$ cat src/rtl/plc_io_scan_ctrl_pkg.sv
`default_nettype none
// ============================================================================
//  Module   : plc_io_scan_ctrl_pkg
//  Purpose  : Shared types, FSM state codes and width helpers for the
//             PLC digital I/O scan-cycle sequencer.
//  Revision : 1.0 - initial release
// ============================================================================
package plc_io_scan_ctrl_pkg;

  // Scan FSM state type and codes (3-bit, fixed encoding for legacy tools)
  typedef logic [2:0] state_t;

  localparam logic [2:0] ST_IDLE    = 3'd0;
  localparam logic [2:0] ST_APPLY   = 3'd1;
  localparam logic [2:0] ST_SETTLE  = 3'd2;
  localparam logic [2:0] ST_SAMPLE  = 3'd3;
  localparam logic [2:0] ST_CAPTURE = 3'd4;
  localparam logic [2:0] ST_DONE    = 3'd5;

  // APPLY + SAMPLE + CAPTURE + DONE, excluding any settle cycles
  localparam int SCAN_FIXED_CYC = 4;

  // Shortest possible scan, start request to DONE
  function automatic int scan_len_min(input int settle_cyc);
    return SCAN_FIXED_CYC + settle_cyc;
  endfunction

  // Bits needed for a counter running 0..n-1 (at least one bit)
  function automatic int cnt_width(input int n);
    return (n <= 2) ? 1 : $clog2(n);
  endfunction

endpackage

`default_nettype wire

$ cat src/rtl/plc_io_scan_ctrl_if.sv
`default_nettype none
// ============================================================================
//  Module   : plc_io_scan_ctrl_if
//  Purpose  : CPU-side control/image signals and digital_io channel signals
//             of the scan sequencer. master = CPU / I/O top, slave = sequencer.
//  Revision : 1.0 - initial release
// ============================================================================
interface plc_io_scan_ctrl_if #(
  parameter int N_CH = 8
);
  // CPU side
  logic            scan_start;
  logic            auto_en;
  logic [N_CH-1:0] dir_cfg;
  logic [N_CH-1:0] out_image;
  logic            fault_clr;
  logic [N_CH-1:0] in_image;
  logic [N_CH-1:0] fault;
  logic            scan_busy;
  logic            scan_done;
  // digital_io side
  logic [N_CH-1:0] ch_en;
  logic [N_CH-1:0] ch_dir;
  logic [N_CH-1:0] ch_data_in;
  logic [N_CH-1:0] ch_data_out;

  modport master (
    output scan_start, auto_en, dir_cfg, out_image, fault_clr, ch_data_out,
    input  in_image, fault, scan_busy, scan_done, ch_en, ch_dir, ch_data_in
  );

  modport slave (
    input  scan_start, auto_en, dir_cfg, out_image, fault_clr, ch_data_out,
    output in_image, fault, scan_busy, scan_done, ch_en, ch_dir, ch_data_in
  );

endinterface

`default_nettype wire

$ cat src/rtl/plc_io_scan_ctrl_scan_timer.sv
`default_nettype none
// ============================================================================
//  Module   : plc_io_scan_ctrl_scan_timer
//  Purpose  : Loadable down-counter with zero flag. Load has priority over
//             decrement; decrement stops at zero.
//  Revision : 1.0 - initial release
// ============================================================================
module plc_io_scan_ctrl_scan_timer #(
  parameter int           W       = 4,
  parameter logic [W-1:0] RST_VAL = '0
) (
  input  logic         clk,
  input  logic         rst_n,
  input  logic         load_i,
  input  logic [W-1:0] load_val_i,
  input  logic         dec_i,
  output logic         zero_o
);

  logic [W-1:0] cnt_q;
  logic [W-1:0] cnt_d;

  // Next count: reload, count down, or hold
  always_comb begin
    cnt_d = cnt_q;
    if (load_i) begin
      cnt_d = load_val_i;
    end else if (dec_i && (cnt_q != '0)) begin
      cnt_d = cnt_q - 1'b1;
    end
  end

  // Counter register
  always_ff @(posedge clk or negedge rst_n) begin
    if (!rst_n) begin
      cnt_q <= RST_VAL;
    end else begin
      cnt_q <= cnt_d;
    end
  end

  assign zero_o = (cnt_q == '0);

endmodule

`default_nettype wire

$ cat src/rtl/plc_io_scan_ctrl.sv
`default_nettype none
// ============================================================================
//  Module   : plc_io_scan_ctrl
//  Purpose  : Scan-cycle sequencer for N_CH digital_io channels. Applies the
//             output image and directions, settles, samples the pins into the
//             input image and flags output channels with bad readback.
//  Revision : 1.0 - initial release
// ============================================================================
module plc_io_scan_ctrl
  import plc_io_scan_ctrl_pkg::*;
#(
  parameter int N_CH       = 8,
  parameter int SETTLE_CYC = 2,
  parameter int PERIOD_CYC = 1000
) (
  input  logic                 clk,
  input  logic                 rst_n,
  plc_io_scan_ctrl_if.slave    bus
);

  localparam int                c_per_w      = cnt_width(PERIOD_CYC);
  localparam logic [c_per_w-1:0] c_per_reload = c_per_w'(PERIOD_CYC - 1);

  state_t          state_q;
  state_t          state_d;
  logic [N_CH-1:0] shadow_dir_q;
  logic [N_CH-1:0] shadow_out_q;
  logic [N_CH-1:0] ch_dir_q;
  logic [N_CH-1:0] ch_data_in_q;
  logic [N_CH-1:0] in_image_q;
  logic [N_CH-1:0] fault_q;
  logic [N_CH-1:0] fault_d;

  logic            w_per_zero;
  logic            w_settle_done;
  logic            w_trigger;
  logic            w_launch;
  logic            w_capture;
  logic [N_CH-1:0] w_mismatch;

  // The auto period counter runs downward: PERIOD_CYC-1 here corresponds to
  // an elapsed count of 0, so zero marks the last cycle of each period.
  plc_io_scan_ctrl_scan_timer #(
    .W       (c_per_w),
    .RST_VAL (c_per_reload)
  ) u_period_timer (
    .clk        (clk),
    .rst_n      (rst_n),
    .load_i     (!bus.auto_en || w_per_zero),
    .load_val_i (c_per_reload),
    .dec_i      (bus.auto_en),
    .zero_o     (w_per_zero)
  );

  if (SETTLE_CYC > 0) begin : g_settle
    localparam int                c_set_w      = cnt_width(SETTLE_CYC);
    localparam logic [c_set_w-1:0] c_set_reload = c_set_w'(SETTLE_CYC - 1);

    // Loaded in APPLY so the first SETTLE cycle sees SETTLE_CYC-1
    plc_io_scan_ctrl_scan_timer #(
      .W       (c_set_w),
      .RST_VAL ('0)
    ) u_settle_timer (
      .clk        (clk),
      .rst_n      (rst_n),
      .load_i     (state_q == ST_APPLY),
      .load_val_i (c_set_reload),
      .dec_i      (state_q == ST_SETTLE),
      .zero_o     (w_settle_done)
    );
  end else begin : g_no_settle
    assign w_settle_done = 1'b1;
  end

  assign w_trigger  = bus.scan_start | (bus.auto_en & w_per_zero);
  assign w_launch   = (state_q == ST_IDLE) & w_trigger;
  assign w_capture  = (state_q == ST_CAPTURE);
  assign w_mismatch = shadow_dir_q & (bus.ch_data_out ^ shadow_out_q);

  // Scan sequence next-state; triggers outside IDLE are simply ignored
  always_comb begin
    state_d = state_q;
    case (state_q)
      ST_IDLE:    if (w_trigger) state_d = ST_APPLY;
      ST_APPLY:   state_d = (SETTLE_CYC > 0) ? ST_SETTLE : ST_SAMPLE;
      ST_SETTLE:  if (w_settle_done) state_d = ST_SAMPLE;
      ST_SAMPLE:  state_d = ST_CAPTURE;
      ST_CAPTURE: state_d = ST_DONE;
      ST_DONE:    state_d = ST_IDLE;
      default:    state_d = ST_IDLE;
    endcase
  end

  // Sticky fault: a clear drops old bits, but a bit set by this capture survives
  always_comb begin
    fault_d = bus.fault_clr ? '0 : fault_q;
    if (w_capture) begin
      fault_d = fault_d | w_mismatch;
    end
  end

  // State, shadow, channel drive and image registers
  always_ff @(posedge clk or negedge rst_n) begin
    if (!rst_n) begin
      state_q      <= ST_IDLE;
      shadow_dir_q <= '0;
      shadow_out_q <= '0;
      ch_dir_q     <= '0;
      ch_data_in_q <= '0;
      in_image_q   <= '0;
      fault_q      <= '0;
    end else begin
      state_q <= state_d;
      fault_q <= fault_d;
      // Snapshot and drive values land together on the edge into APPLY, so
      // the channels see the new image for the whole APPLY enable pulse and
      // mid-scan CPU writes cannot reach the pins until the next scan.
      if (w_launch) begin
        shadow_dir_q <= bus.dir_cfg;
        shadow_out_q <= bus.out_image;
        ch_dir_q     <= bus.dir_cfg;
        ch_data_in_q <= bus.out_image;
      end
      if (w_capture) begin
        in_image_q <= bus.ch_data_out;
      end
    end
  end

  assign bus.ch_en      = ((state_q == ST_APPLY) || (state_q == ST_SAMPLE)) ? {N_CH{1'b1}} : {N_CH{1'b0}};
  assign bus.ch_dir     = ch_dir_q;
  assign bus.ch_data_in = ch_data_in_q;
  assign bus.in_image   = in_image_q;
  assign bus.fault      = fault_q;
  assign bus.scan_busy  = (state_q == ST_APPLY) || (state_q == ST_SETTLE) ||
                          (state_q == ST_SAMPLE) || (state_q == ST_CAPTURE);
  assign bus.scan_done  = (state_q == ST_DONE);

endmodule

`default_nettype wire

$ cat src/flat_wrapper.sv
// flat-port wrapper written by rule: the top's interface ports become plain ports
module plc_io_scan_ctrl_flat import plc_io_scan_ctrl_pkg::*;
#(
  parameter int N_CH       = 8,
  parameter int SETTLE_CYC = 2,
  parameter int PERIOD_CYC = 1000
)
  (clk, rst_n, bus_scan_start, bus_auto_en, bus_dir_cfg, bus_out_image, bus_fault_clr, bus_ch_data_out, bus_in_image, bus_fault, bus_scan_busy, bus_scan_done, bus_ch_en, bus_ch_dir, bus_ch_data_in);
  plc_io_scan_ctrl_if #(.N_CH(N_CH)) bus_i ();
  input  logic clk;
  input  logic rst_n;
  input wire logic [$bits(bus_i.scan_start)-1:0] bus_scan_start;
  input wire logic [$bits(bus_i.auto_en)-1:0] bus_auto_en;
  input wire logic [$bits(bus_i.dir_cfg)-1:0] bus_dir_cfg;
  input wire logic [$bits(bus_i.out_image)-1:0] bus_out_image;
  input wire logic [$bits(bus_i.fault_clr)-1:0] bus_fault_clr;
  input wire logic [$bits(bus_i.ch_data_out)-1:0] bus_ch_data_out;
  output wire logic [$bits(bus_i.in_image)-1:0] bus_in_image;
  output wire logic [$bits(bus_i.fault)-1:0] bus_fault;
  output wire logic [$bits(bus_i.scan_busy)-1:0] bus_scan_busy;
  output wire logic [$bits(bus_i.scan_done)-1:0] bus_scan_done;
  output wire logic [$bits(bus_i.ch_en)-1:0] bus_ch_en;
  output wire logic [$bits(bus_i.ch_dir)-1:0] bus_ch_dir;
  output wire logic [$bits(bus_i.ch_data_in)-1:0] bus_ch_data_in;
  assign bus_i.scan_start = bus_scan_start;
  assign bus_i.auto_en = bus_auto_en;
  assign bus_i.dir_cfg = bus_dir_cfg;
  assign bus_i.out_image = bus_out_image;
  assign bus_i.fault_clr = bus_fault_clr;
  assign bus_i.ch_data_out = bus_ch_data_out;
  assign bus_in_image = bus_i.in_image;
  assign bus_fault = bus_i.fault;
  assign bus_scan_busy = bus_i.scan_busy;
  assign bus_scan_done = bus_i.scan_done;
  assign bus_ch_en = bus_i.ch_en;
  assign bus_ch_dir = bus_i.ch_dir;
  assign bus_ch_data_in = bus_i.ch_data_in;
  plc_io_scan_ctrl #(.N_CH(N_CH), .SETTLE_CYC(SETTLE_CYC), .PERIOD_CYC(PERIOD_CYC)) u_core (.clk(clk), .rst_n(rst_n), .bus(bus_i));
endmodule
$ cat config.mk
export PLATFORM = sky130hd
export DESIGN_NAME = plc_io_scan_ctrl_flat
export DESIGN_NICKNAME = d
export VERILOG_FILES = /design/src/rtl/plc_io_scan_ctrl_pkg.sv /design/src/rtl/plc_io_scan_ctrl_if.sv /design/src/rtl/plc_io_scan_ctrl_scan_timer.sv /design/src/rtl/plc_io_scan_ctrl.sv /design/src/flat_wrapper.sv
export SDC_FILE = /design/constraint.sdc
export NUM_CORES = 1
export LEC_CHECK = 0
export CORE_MARGIN = 2
export CORE_UTILIZATION = 41
export DETAILED_ROUTE_END_ITERATION = 6
export PLACE_DENSITY_LB_ADDON = 0.2
export RECOVER_POWER = 100
export SETUP_SLACK_MARGIN = 0.15
export SLEW_MARGIN = 20
export SYNTH_ARGS = -nofsm -noshare
export SYNTH_HDL_FRONTEND = slang
export SYNTH_SLANG_ARGS = --single-unit
$ cat constraint.sdc
create_clock -name clk -period 2.02 [get_ports clk]
set_input_delay 0.404 -clock clk [delete_from_list [all_inputs] [get_ports clk]]
set_output_delay 0.404 -clock clk [all_outputs]
set_load 0.05 [all_outputs]
==> results of run 1 <==
## registers in the layout (all words and copies together) (netlist names)
register	flops
u_core.bus.in_image	8
u_core.bus.fault	8
u_core.bus.ch_dir	8
u_core.state_q	3
u_core.u_period_timer.cnt_q	10
u_core.shadow_out_q	8
u_core.g_settle.u_settle_timer.cnt_q	1
## cell type report
type / count / area (sq um)
inverters: 10 / 37.5
flip-flops and latches: 46 / 1160
well taps: 70 / 87.6
repair buffers: 80 / 822
clock buffers: 5 / 68.8
clock inverters: 3 / 25.0
fillers: 442 / 1980
multi-input cells: 102 / 860
## worst max-delay path: cells and delay by family (launching register included)
kind	cells	cell delay, ps
flops	1	550
buf+inv	2	280
simple gates	2	310
mux	1	290
compound gates	1	200
fa+ha+maj	1	170
## routing by layer
metal  GRT usage  routed length (um)  vias up  part of all wire
met1       0.234                2110      727              0.48
met5           0                   0        -                 0
met4      0.0643                  66        0             0.015
met3      0.0556                 348        7             0.079
li1            -                   -      731                 -
met2       0.230                1910       51              0.43
## timing repair
action | 4_1_cts | 5_1_grt
setup buffers | 1 | 2
gates cloned | 0 | 1
gates resized for setup | 31 | 4
setup endpoints to repair | 45 | 19
pin swaps | 0 | 1
hold buffers | 0 | 0
## worst max path at each step
stage	end	startpoint	cells after the start
2_1_floorplan	u_core.bus.ch_dir[0]	u_core.u_period_timer.cnt_q[0]	7
3_3_place_gp	u_core.shadow_out_q[1]	bus_auto_en	5
3_5_place_dp	u_core.shadow_out_q[1]	bus_auto_en	5
4_1_cts	u_core.shadow_out_q[1]	u_core.u_period_timer.cnt_q[0]	7
5_1_grt	u_core.shadow_out_q[1]	u_core.u_period_timer.cnt_q[0]	7
6_report	u_core.bus.ch_dir[1]	u_core.u_period_timer.cnt_q[0]	7
## metrics by stage
stage,instance area (sq um),instances
final,3060,316
after global routing,3060,316
after CTS,3050,313
after detailed placement,2970,304
after global placement,2970,304
after floorplan,2140,170
## logic make-up after synthesis
logic type / Yosys count / share of synthesized area
xor gates and xnor gates: 12 / 0.0496
adders and majority gates: 1 / 0.00591
muxes: 24 / 0.145
and+or+nand+nor: 39 / 0.115
DFF: 46 / 0.548
buffers and inverters: 22 / 0.0561
AOI/OAI and AO/OA: 26 / 0.0792
## cells in the mapped netlist, types with 3 or more instances
| master | n |
|---|---|
| mux2_4 | 10 |
| nand2_1 | 5 |
| dfstp_2 | 8 |
| buf_4 | 7 |
| inv_1 | 10 |
| nor2_1 | 7 |
| dfrtp_1 | 38 |
| xnor2_1 | 3 |
| xor2_1 | 9 |
| nand3_1 | 10 |
| o21ai_0 | 16 |
| mux2_2 | 14 |
## power groups by stage
stage	clock network (mW)	registers (mW)	logic (mW)
finish	0.582	1.54	3.20
global route	0.657	1.60	3.35
CTS	0.609	1.55	3.24
detailed placement	0	1.57	3.35
global placement	0	1.56	3.33
floorplan	0	2.44	1.33
==> results.py, run 1 <==
metrics = {
    "floorplan": {
        "core_sq_mm": 0.00504,
        "rows": 26,
        "ios": 71,
        "initial_core_util": 0.420,
        "die_w_um": 75.9,
        "die_h_um": 75.9,
        "fp.dieArea_sq_mm": 0.00575,
    },
    "pwr": {
        "powerDensity_mw_per_mm2": 1740,
        "netSwitchingPower_mw": 2.58,
        "power.share.switching": 0.485,
        "clkPwrFrac": 0.109,
        "p_comb_frac": 0.601,
        "seqPwrFrac": 0.290,
        "peakVddDrop_v": 0.000858,
        "p_int_mw": 2.74,
        "leakage_nw": 1.37,
        "p_total_mw": 5.32,
    },
    "clocking": {
        "htree_num_levels": 2,
        "clk_path_buf_depth": 2,
        "root_buffer": "clkbuf_8",
        "clkTransAtPathRegs_ps": 90,
        "clk_latency_ps": 300,
        "cts_tree": "yes",
        "cts_sinks": 46,
        "cts_made_buffers": 5,
    },
    "timing": {
        "hold_viol_final": 0,
        "rsz0062_at_grt": "true",
        "finClkSkew_ps": 8.52,
        "period_share": 0.945,
        "finalCriticalPeriod_ps": 1910,
        "slew_headroom": 0.256,
        "slew_violations": 0,
        "worst_slew_pin_slew_ps": 1120,
        "setup_viol": 0,
        "tns_ps": 0,
        "fmax_mhz": 524,
        "whs_ps": 395,
        "fin_ws_ps": 111,
    },
    "worst_setup_path": {
        "cp_cell_sequence": "inv_1 > ha_4 > nor4b_4 > and4_4 > o21ai_4 > clkbuf_16 > mux2_4",
        "cp-start-kind": "flip-flop",
        "slowest_delay_ps": 550,
        "reg2reg_slack_ps": 110,
        "worst_setup_path_end_kind": "flip-flop",
        "crit_fanout": 8,
        "reg2reg_to": "u_core.bus.ch_dir[1]",
        "reg2regPathDepth": 7,
        "crit_arrival_ps": 2100,
        "crit_type": "reg2reg",
        "cp_slowest_cell": "dfstp_1",
        "worstReg2RegStart": "u_core.u_period_timer.cnt_q[0]",
        "worstPathRequired_ps": 2210,
    },
    "global_route": {
        "grt-ovfl-total": 0,
        "track_usage": 0.164,
        "grt_pass1_wl_mm": 7.00,
        "antenna_found_initial": 0,
        "grt_max_degree": 47,
        "grt_pass1_vias": 1469,
    },
    "synth": {
        "ys_types": 40,
        "avgSynthCellArea_sq_um": 12.5,
        "yosys_warnings": 0,
        "async_reset_ff_frac": 1.00,
        "netlist_area_sq_mm": 0.00212,
        "yosysTopAreaCellShare": 0.449,
        "ys_seq_area_frac": 0.548,
        "yosys-top-cells-area": "dfrtp_1 45%, dfstp_2 9.9%, mux2_2 7.4%",
        "yosys_register_bits": 46,
        "synth_edf_count": 0,
        "yosysTopAreaCell": "dfrtp_1",
        "synthesis.nets": 200,
        "synthFlopType": "dfrtp_1",
        "syn_inst": 170,
    },
    "detailed_routing": {
        "drtIter0Drc": 35,
        "vias_per_cell": 4.80,
        "firstDrtPassIters": 2,
        "drt-total-wl_mm": 4.43,
        "wl_per_cell_um": 14.0,
        "ant_nets": 0,
        "vias": 1516,
        "drcViolationCount": 0,
    },
    "finish": {
        "num-nets-final": 275,
        "post-route-util": 0.607,
        "n_antenna_cell": 0,
        "area_growth_pct": 44.6,
        "layout_common_cells": "38 x dfrtp_1, 30 x dlygate4sd2_1, 27 x clkdlybuf4s50_1",
        "drive_above_1_share": 0.289,
        "layout_commonest_cell": "dfrtp_1",
    },
    "place": {
        "place.gp.congestion": 0.730,
        "dpl.hpwl_mm": 3.07,
        "portBuffers": 70,
        "place_ws_ps": 137,
    },
    "worst_hold_path": {
        "min_path_type": "in2async",
    },
    "status": {
        "outcome": "complete, no violations",
    },
    "run": {
        "max_cap_viol_count": 0,
    },
}
No activity file was read; power rests on OpenSTA's default activity.
==> run 2: changes to the inputs <==
- CAP_MARGIN: not set -> 30
==> results of run 2 <==
The final DEF is identical to that of run 1; final timing and power are the same.
==> run 3: changes to the inputs <==
- CORE_MARGIN: 2 -> not set
==> results.py, run 3 (synthesis results as in run 1) <==
metrics = {
    "status": {
        "outcome": "complete, no violations",
    },
    "finish": {
        "area_growth_pct": 37.5,
        "design_area_sq_mm": 0.00291,
        "layout_common_cells": "38 x dfrtp_1, 27 x clkdlybuf4s50_1, 18 x clkbuf_1, 18 x dlygate4sd2_1, 16 x o21ai_0",
        "nFillCells": 419,
        "num-nets-final": 274,
        "n_antenna_cell": 0,
        "layout_commonest_cell": "dfrtp_1",
        "largest_reg_flops": 10,
        "drive_above_1_share": 0.233,
        "regMostFlops": "u_core.u_period_timer.cnt_q",
    },
    "floorplan": {
        "initial_core_util": 0.437,
        "die_w_um": 73.9,
        "die_h_um": 73.9,
        "ios": 71,
        "core_sq_mm": 0.00485,
        "rows": 25,
        "fp.dieArea_sq_mm": 0.00545,
    },
    "place": {
        "place.gp.congestion": 0.818,
        "portBuffers": 70,
        "placed_cell_area_sq_mm": 0.00298,
        "dpl.hpwl_mm": 3.16,
    },
    "timing": {
        "period_share": 0.934,
        "tns_ps": 0,
        "finalCriticalPeriod_ps": 1890,
        "finClkSkew_ps": 2.74,
        "rsz0062_at_grt": "true",
        "fmax_mhz": 530,
        "slew_headroom": 0.138,
        "worst_slew_pin_slew_ps": 1290,
        "slew_violations": 0,
        "hold_viol_final": 0,
        "setup_viol": 0,
    },
    "global_route": {
        "grt_util_met2": 0.241,
        "track_usage": 0.166,
        "grtUsageMet1": 0.235,
        "grt-ovfl-total": 0,
        "antenna_found_initial": 0,
        "use_met3": 0.0508,
        "grt_max_degree": 25,
        "grt_pass1_vias": 1369,
        "grt_pass1_wl_mm": 6.62,
        "grt.busiest_layer": "met2",
    },
    "detailed_routing": {
        "vias": 1487,
        "drtIter0Drc": 63,
        "ant_nets": 0,
        "vias_per_cell": 4.77,
        "drcViolationCount": 0,
        "firstDrtPassIters": 6,
        "wl_per_cell_um": 14.0,
        "drt-total-wl_mm": 4.37,
    },
    "pwr": {
        "netSwitchingPower_mw": 2.50,
        "p_comb_frac": 0.589,
        "p_int_mw": 2.59,
        "powerDensity_mw_per_mm2": 1750,
        "seqPwrFrac": 0.301,
        "clkPwrFrac": 0.110,
        "leakage_nw": 1.23,
        "power.share.switching": 0.492,
        "peakVddDrop_v": 0.000987,
    },
    "clocking": {
        "cts_sinks": 46,
        "clk_latency_ps": 290,
        "cts_tree": "yes",
        "clkTransAtPathRegs_ps": 80,
        "clk_path_buf_depth": 2,
        "root_buffer": "clkbuf_8",
        "htree_num_levels": 2,
        "cts_hold_buf": 0,
        "cts_made_buffers": 5,
    },
    "worst_setup_path": {
        "cp_slowest_cell": "or4b_2",
        "crit_arrival_ps": 2060,
        "crit_type": "reg2reg",
        "cp_cell_sequence": "inv_2 > ha_4 > or4b_2 > nor3_1 > a21boi_1 > and2_0",
        "path_delay_family": "simple AND/OR/NAND/NOR gates",
        "cp-start-kind": "flip-flop",
        "slowest_delay_ps": 620,
        "worstPathRequired_ps": 2200,
        "worst-path-buf-inv": 1,
        "worst_setup_path_end_kind": "flip-flop",
        "crit_fanout": 4,
    },
    "worst_hold_path": {
        "min_path_type": "in2async",
    },
    "run": {
        "max_cap_viol_count": 0,
    },
}
run 3: cell types whose count changed in the layout (fill, tap and decap cells not counted), moves of 2 or more:
| cell | before | now |
|---|---|---|
| mux2_1 | 0 | 8 |
| mux2_4 | 11 | 2 |
| dlygate4sd2_1 | 30 | 18 |
| nor3_1 | 0 | 2 |
| clkbuf_1 | 2 | 18 |
run 3: what timing repair did:
action / CTS / global route
setup buffers: 1 / 1
setup endpoints to repair: 31 / 31
cloned: 0 / 0
hold endpoints to repair: 0 / 0
resized for setup: 19 / 15
run 3: path summary, 6_finish.rpt:
| kind | slack [ps] | endpoint | start | depth (start not counted) |
|---|---|---|---|---|
| max | 130 | u_core.u_period_timer.cnt_q[3] | u_core.u_period_timer.cnt_q[0] | 6 |
| min | 380 | u_core.u_period_timer.cnt_q[4] | rst_n | 1 |
| max reg2reg | 130 | u_core.u_period_timer.cnt_q[3] | u_core.u_period_timer.cnt_q[0] | 6 |
| min reg2reg | 510 | u_core.u_period_timer.cnt_q[0] | u_core.u_period_timer.cnt_q[0] | 1 |
| max in group asynchronous | 550 | u_core.bus.fault[0] | rst_n | 2 |
| min in group clk | 510 | u_core.u_period_timer.cnt_q[0] | u_core.u_period_timer.cnt_q[0] | 1 |
run 3: routing by layer:
metal  wire, um  part of all wire
met1       2110              0.48
met2       2000              0.46
met3        210             0.048
met4         45             0.010
met5          0                 0
run 3: power by group through the flow:
stage	sequential, mW	clock [mW]	combinational, mW
floorplan	2.44	0	1.33
global placement	1.56	0	3.33
CTS	1.55	0.575	3.31
global route	1.58	0.615	3.14
finish	1.53	0.560	3.00
detailed placement	1.56	0	3.36
run 3: area by class of cell:
| class | count | area (sq um) | share of cell area |
|---|---|---|---|
| clock buffer | 7 | 86.3 | 0.0297 |
| clock inverter | 1 | 5.00 | 0.00172 |
| inverter | 10 | 37.5 | 0.0129 |
| multi-input combinational | 102 | 810 | 0.278 |
| sequential | 46 | 1160 | 0.399 |
| tap | 67 | 83.8 | 0.0288 |
| timing repair buffer | 79 | 727 | 0.250 |
run 3: metrics by stage:
stage	hold slack, ps	power (mW)	std cells	utilization	worst slack [ps]
6_report	381	5.09	312	0.600	134
4_1_cts	115	5.43	311	0.633	132
5_1_grt	511	5.34	312	0.600	43.7
2_1_floorplan	108	3.77	170	-	167
3_5_place_dp	426	4.93	302	0.614	135
3_3_place_gp	427	4.89	302	0.614	175
run 3: worst register-to-register path, cell delays in order, from the launching register on:
cell      delay (ps)
dfstp_1          390
inv_2             60
ha_4             140
or4b_2           620
nor3_1           210
a21boi_1         170
and2_0           180
